==> src/rtl/booth_control_unit.sv <==
// Sequencer for a radix-2 Booth signed multiplier datapath.
// Walks load M, load Q, N test/add-or-subtract/shift iterations,
// drives A then Q onto the output bus, and pulses done.
// Outputs depend only on the registered state (Moore machine).
module booth_control_unit #(
    parameter int N     = 8,
    parameter int CNT_W = 3
) (
    input  logic clk,
    input  logic rst_b,
    input  logic start,
    input  logic q0,
    input  logic q_m1,
    output logic c0,
    output logic c1,
    output logic c2,
    output logic c3,
    output logic c4,
    output logic c5,
    output logic c6,
    output logic busy,
    output logic done
);

    // Counter value reached during the final shift of an operation
    localparam logic [CNT_W-1:0] LAST_ITER = CNT_W'(N - 1);

    typedef enum logic [3:0] {
        IDLE   = 4'd0,
        LOAD_M = 4'd1,
        LOAD_Q = 4'd2,
        TEST   = 4'd3,
        ADD    = 4'd4,
        SUB    = 4'd5,
        SHIFT  = 4'd6,
        OUT_A  = 4'd7,
        OUT_Q  = 4'd8,
        DONE   = 4'd9
    } state_t;

    state_t           state;
    state_t           state_nxt;
    logic [CNT_W-1:0] iter_cnt;

    // State register; reset aborts any operation straight back to IDLE
    always_ff @(posedge clk or negedge rst_b) begin
        if (!rst_b) begin
            state <= IDLE;
        end else begin
            state <= state_nxt;
        end
    end

    // Iteration counter: cleared on LOAD_M, advanced on every non-final shift
    always_ff @(posedge clk or negedge rst_b) begin
        if (!rst_b) begin
            iter_cnt <= '0;
        end else if (state == LOAD_M) begin
            iter_cnt <= '0;
        end else if ((state == SHIFT) && (iter_cnt != LAST_ITER)) begin
            iter_cnt <= iter_cnt + CNT_W'(1);
        end
    end

    // Next-state decode and Moore strobe outputs
    always_comb begin
        state_nxt = state;
        c0        = 1'b0;
        c1        = 1'b0;
        c2        = 1'b0;
        c3        = 1'b0;
        c4        = 1'b0;
        c5        = 1'b0;
        c6        = 1'b0;
        busy      = 1'b1;
        done      = 1'b0;
        case (state)
            IDLE: begin
                busy = 1'b0;
                if (start) begin
                    state_nxt = LOAD_M;
                end
            end
            LOAD_M: begin
                c0        = 1'b1;
                state_nxt = LOAD_Q;
            end
            LOAD_Q: begin
                c1        = 1'b1;
                state_nxt = TEST;
            end
            TEST: begin
                case ({q0, q_m1})
                    2'b10:   state_nxt = SUB;
                    2'b01:   state_nxt = ADD;
                    default: state_nxt = SHIFT;
                endcase
            end
            ADD: begin
                c2        = 1'b1;
                state_nxt = SHIFT;
            end
            SUB: begin
                c2        = 1'b1;
                c3        = 1'b1;
                state_nxt = SHIFT;
            end
            SHIFT: begin
                c4 = 1'b1;
                if (iter_cnt == LAST_ITER) begin
                    state_nxt = OUT_A;
                end else begin
                    state_nxt = TEST;
                end
            end
            OUT_A: begin
                c5        = 1'b1;
                state_nxt = OUT_Q;
            end
            OUT_Q: begin
                c6        = 1'b1;
                state_nxt = DONE;
            end
            DONE: begin
                done      = 1'b1;
                state_nxt = IDLE;
            end
            default: begin
                busy      = 1'b0;
                state_nxt = IDLE;
            end
        endcase
    end

endmodule

==> config.mk <==
export PLATFORM = sky130hd
export DESIGN_NAME = booth_control_unit
export DESIGN_NICKNAME = d
export VERILOG_FILES = /design/src/rtl/booth_control_unit.sv
export SDC_FILE = /design/constraint.sdc
export NUM_CORES = 1
export LEC_CHECK = 0
export ABC_AREA = 1
export BUFFER_PORTS_ARGS = -buffer_cell sky130_fd_sc_hd__buf_2
export CELL_PAD_IN_SITES_DETAIL_PLACEMENT = 0
export CELL_PAD_IN_SITES_GLOBAL_PLACEMENT = 1
export CORE_ASPECT_RATIO = 1.1
export CORE_MARGIN = 1.5
export CORE_UTILIZATION = 23
export CTS_BUF_LIST = sky130_fd_sc_hd__clkbuf_16
export DETAILED_ROUTE_END_ITERATION = 12
export PLACE_DENSITY = 0.62
export SYNTH_ARGS = -nofsm -noshare
export SYNTH_HDL_FRONTEND = slang
export SYNTH_SLANG_ARGS = --single-unit
==> constraint.sdc <==
create_clock -name clk -period 2.85 [get_ports clk]
set_input_delay 0.57 -clock clk [delete_from_list [all_inputs] [get_ports clk]]
set_output_delay 0.57 -clock clk [all_outputs]
set_load 0.05 [all_outputs]
[Yosys cells after proc, flatten, opt, wreduce, memory -nomap -nowiden]
Index checks and enable logic that the tools add are counted.
Word-level totals
  flip-flop bits (word level): 7
  bits of input ports: 5
  output and inout bits: 9
  word-level logic and storage cells: 37
Operators by class
  add/sub/neg operators: 1
  eq/ne operators: 14
  multiplexer cells: 15
  reduce and logical (&&, ||, !) cells: 5
Operators by type and width (number)
  4-bit case mux with 8 select lines: 1
  4-bit by 3-bit == test with 1-bit output, second input constant: 4
  1-bit 2-to-1 mux: 9
  3-bit 2-to-1 mux: 3
  9-bit OR reduction: 1
  4-bit by 2-bit == test with 1-bit output, second input constant: 2
  4-bit == test, second input constant: 2
  4-bit by 1-bit == test with 1-bit output, second input constant: 1
  4-bit logical NOT: 1
  4-bit 2-to-1 mux: 1
  2-bit case mux with 2 select lines: 1
  3-bit by 1-bit adder with 3-bit output, second input constant: 1
  3-bit == test, second input constant: 1
  3-bit inequality test, second input constant: 1
  2-bit by 1-bit == test with 1-bit output, second input constant: 1
  2-bit == test, second input constant: 1
  2-bit inequality test, second input constant: 1
  2-bit nonzero test: 1
  2-bit OR reduction: 1
  1-bit logical AND: 1

[Longest topological paths before layout]
  depth after elaboration: 4
  mapped depth: 7
  depth with buffers taken out: 7

[Worst setup path before layout]
Ideal clock, no wire load.
  path type: register to output
  start point: register state[0]
  end point: output port done
  arrival: 1664 ps
  required time: 2280 ps
  path slack: 616 ps
  stages on the path, launching flop included: 5
  path buffers: 0
  cell sequence: dfrtp_1 -> inv_1 -> nor2_1 -> inv_1 -> nor3_1
Between the ends
  longest elaborated chain between the ends: 2
RTL lines
  start, declared: RTL line 41  | state_t state;
  start signal, assigned: RTL line 50  | state <= state_nxt;
  4-bit == test: RTL line 77  | case (state)
  1-bit 2-to-1 mux: RTL line 77
  end, declared: RTL line 22  | output logic done
Every way passes these cells.

[Final worst setup path]
  start point: register state[2]
  end point: output port busy
Between the ends
  longest elaborated chain between the ends: 3
  elaborated cells on any way between the ends: 11
  those cells by class: eq/ne (9); mux (1); reduce/logical (1)
RTL lines
  4-bit by 1-bit == test with 1-bit output (tied with other cells): RTL line 77
  9-bit OR reduction (no source line) (*)
  1-bit 2-to-1 mux (*): RTL line 77
  end, declared: RTL line 21  | output logic busy,
Mark *: on every way between the ends. The rest lies on a longest branch, timed or not.

==> impl_results.md <==
* Mean number of vias per cell at around 4.2
* CTS Sinks at 7
* Post-DRT Antenna Nets at 0
* Worst EP required at 2.28 ns
* Critical path class: register to output pin
* Simple-Gate Fraction of Synth Area at 0.312
* RePlAce Congestion at roughly 0.77
* GRT overflow at 0
* Area contributors post-synth: dfrtp_1 38%, inv_1 13%, nand2_1 9.8%
* # fillers at about 220
* Post-CTS Setup Bufs at 0
* Setup violators final at 0
* Max Slew Vio Count at 0
* # port buffers at 13
* Final period util at 0.710
* Die height at roughly 50 um
* Pre-CTS setup slack at about 1.1 ns
* Slew HR at 0.809
* Crit path time final at 2.02 ns
* Clock transition at path regs at around 0.040 ns
* First-pass GRT wire length at 1680 um
* CTS tree: built
* Reg2reg setup slack at between 1.5 and 2 ns
* Multiplexer share of the synthesized area at 0
* Critical path arrival at around 1.5 ns
* Post-synth EDFFs at 0
* Detailed Place HPWL at 826 um
* Mapped Cells at 65
* FF-to-FF path depth at 7
* Reg2reg start: iter_cnt[0]$_DFFE_PN0P_
* Register area share after synthesis at 0.379
* Setup Skew at ~0.0028 ns
* R2r endpoint: iter_cnt[2]$_DFFE_PN0P_
* Status: finished, final reports clean
* Area after DPL at 561 um2
* Hold WC Path Type: primary input to async pin
* Post-synth top cells: 16 x inv_1, 12 x nand2_1, 7 x dfrtp_1, 7 x nor2_1, 5 x nand3_1
* Cts hold-fix bufs at 0
* Ports at 14
* PwrDens at about 1300 nW/um2
* Vias in the first global route at about 400
* #FFs+latches synth at 7
* Worst-skew pair later-pin latency at about 0.23 ns
* Crit path capture type: output pin
* Number of diodes at 0
* Slew @ Worst Pin at 0.286 ns
* Final WL at between 1000 and 1500 um
* Synth Warn # at 0
* H-tree depth at 1
* Syn Nets at 73
* Peak Freq at around 490 MHz
* RSZ-0062 raised after global routing: no
* Setup ws final at 0.828 ns
* Leakage at ~0.38 nW
* Share of post-route cells with drive strength above 1 at 0.244
* Final Cell Area at approximately 640 um2
* Cell area after technology mapping at around 460 um2
* Worst setup SP type: register
* Pin count of the biggest net entering global routing at 8
* Post-route DRC at 0
* Row cnt at 16
* Initial DRT Pass Iterations at 4
* Die W at roughly 46 um
* Synth area leader: dfrtp_1
* Syn avg cell area at about 7 um2
* Max-Cap Viols at 0
* Layout area overhead at 38.5%
* Root Driver: clkbuf_16
* Adder-cell share of the synthesized area at 0.0813
* Final hold viol count at 0
* TNS Setup at 0 ns
* Worst VDD drop at between 0.5 and 0.6 mV
* Initial antenna violation count at 0
* Wire per inst at slightly above 9 um
* PostCTS Resize Cnt at 0
* Maximum fanout along the worst path at 5
* Distinct cells, synth at 16
* Initial core utilization at 0.251
* Gr usage total at 0.110
* Synth Area in XOR/XNOR at 0
* Core area at approximately 1800 um2
* Clock buffer depth at 2
* Top cell type's share of synthesized area at 0.379
* Synth Flop Type: dfrtp_1
* Most common cell in the netlist: inv_1
* FFs w/ async S/R, synth at 1.00
* Cts bufs inserted at 3
* Combinational family with the most area after synthesis: simple AND/OR/NAND/NOR gates
* DR iter-0 viols at 5
* Vias at about 460
* Synth Area in Compound Gates at 0.0976
* Die area at between 2000 and 2500 um2
* Final #Nets at 91
cell usage in the layout (no fill, tap or decap), drive strengths merged:
cell type,instances
nor3,1
nand2,13
o21ai,4
clkbuf,3
o211ai,1
inv,17
nand4,1
dfrtp,7
buf,13
a21oi,1
nand3,6
nand3b,1
nor2,9
ha,3
o22ai,2
routing by layer:
| layer | wire (um) | track usage |
|---|---|---|
| met5 | 0 | 0 |
| met4 | 40 | 0.100 |
| met3 | 53 | 0.0440 |
| met2 | 465 | 0.143 |
| met1 | 458 | 0.133 |
worst max path at each step:
| stage | startpoint | endpoint | cells after the start |
|---|---|---|---|
| 2_1_floorplan | state[0]$_DFFE_PN0P_ | done | 4 |
| 3_3_place_gp | state[2]$_DFFE_PN0P_ | busy | 5 |
| 3_5_place_dp | state[2]$_DFFE_PN0P_ | busy | 5 |
| 4_1_cts | state[2]$_DFFE_PN0P_ | busy | 5 |
| 5_1_grt | state[2]$_DFFE_PN0P_ | c0 | 4 |
| 6_report | state[2]$_DFFE_PN0P_ | busy | 5 |
state kept, by name, indices dropped and copies added (netlist names):
name	cells
state	4
iter_cnt	3
stage by stage:
step / total power [mW] / hold slack (ns) / util / std cells
final: 0.850 / 0.160 / 0.347 / 109
after global routing: 0.913 / 0.171 / 0.347 / 109
after CTS: 0.856 / 0.169 / 0.347 / 109
after detailed placement: 0.618 / 0.410 / 0.304 / 105
after global placement: 0.623 / 0.407 / 0.304 / 105
after floorplan: 0.521 / 0.274 / - / 65
area by class of cell:
class / instances / area, um2 / share of cell area
clock buffer: 3 / 75.1 / 0.117
clock inverter: 1 / 3.75 / 0.00587
inverter: 16 / 60.1 / 0.0939
multi-input combinational: 42 / 226 / 0.354
sequential: 7 / 175 / 0.274
tap: 27 / 33.8 / 0.0528
timing repair buffer: 13 / 65.1 / 0.102
worst max-delay path, cell delays in order, from the launching register on:
cell and delay (ns):
dfrtp_1 0.41, nor2_1 0.26, inv_1 0.12, o21ai_0 0.18
inv_1 0.05, buf_2 0.20
logic make-up after synthesis:
family / Yosys count
adders and majority gates: 3
and+or+nand+nor: 31
buffers and inverters: 16
AOI/OAI and AO/OA: 8
DFF: 7
where the power goes:
group,leakage (nW),switching (mW),total [mW],internal [mW]
Clock,0.0423,0.0543,0.237,0.183
Combinational,0.244,0.324,0.431,0.108
Sequential,0.0905,0.0406,0.181,0.141
Total,0.377,0.419,0.850,0.431
No activity file was read; power rests on OpenSTA's default activity.
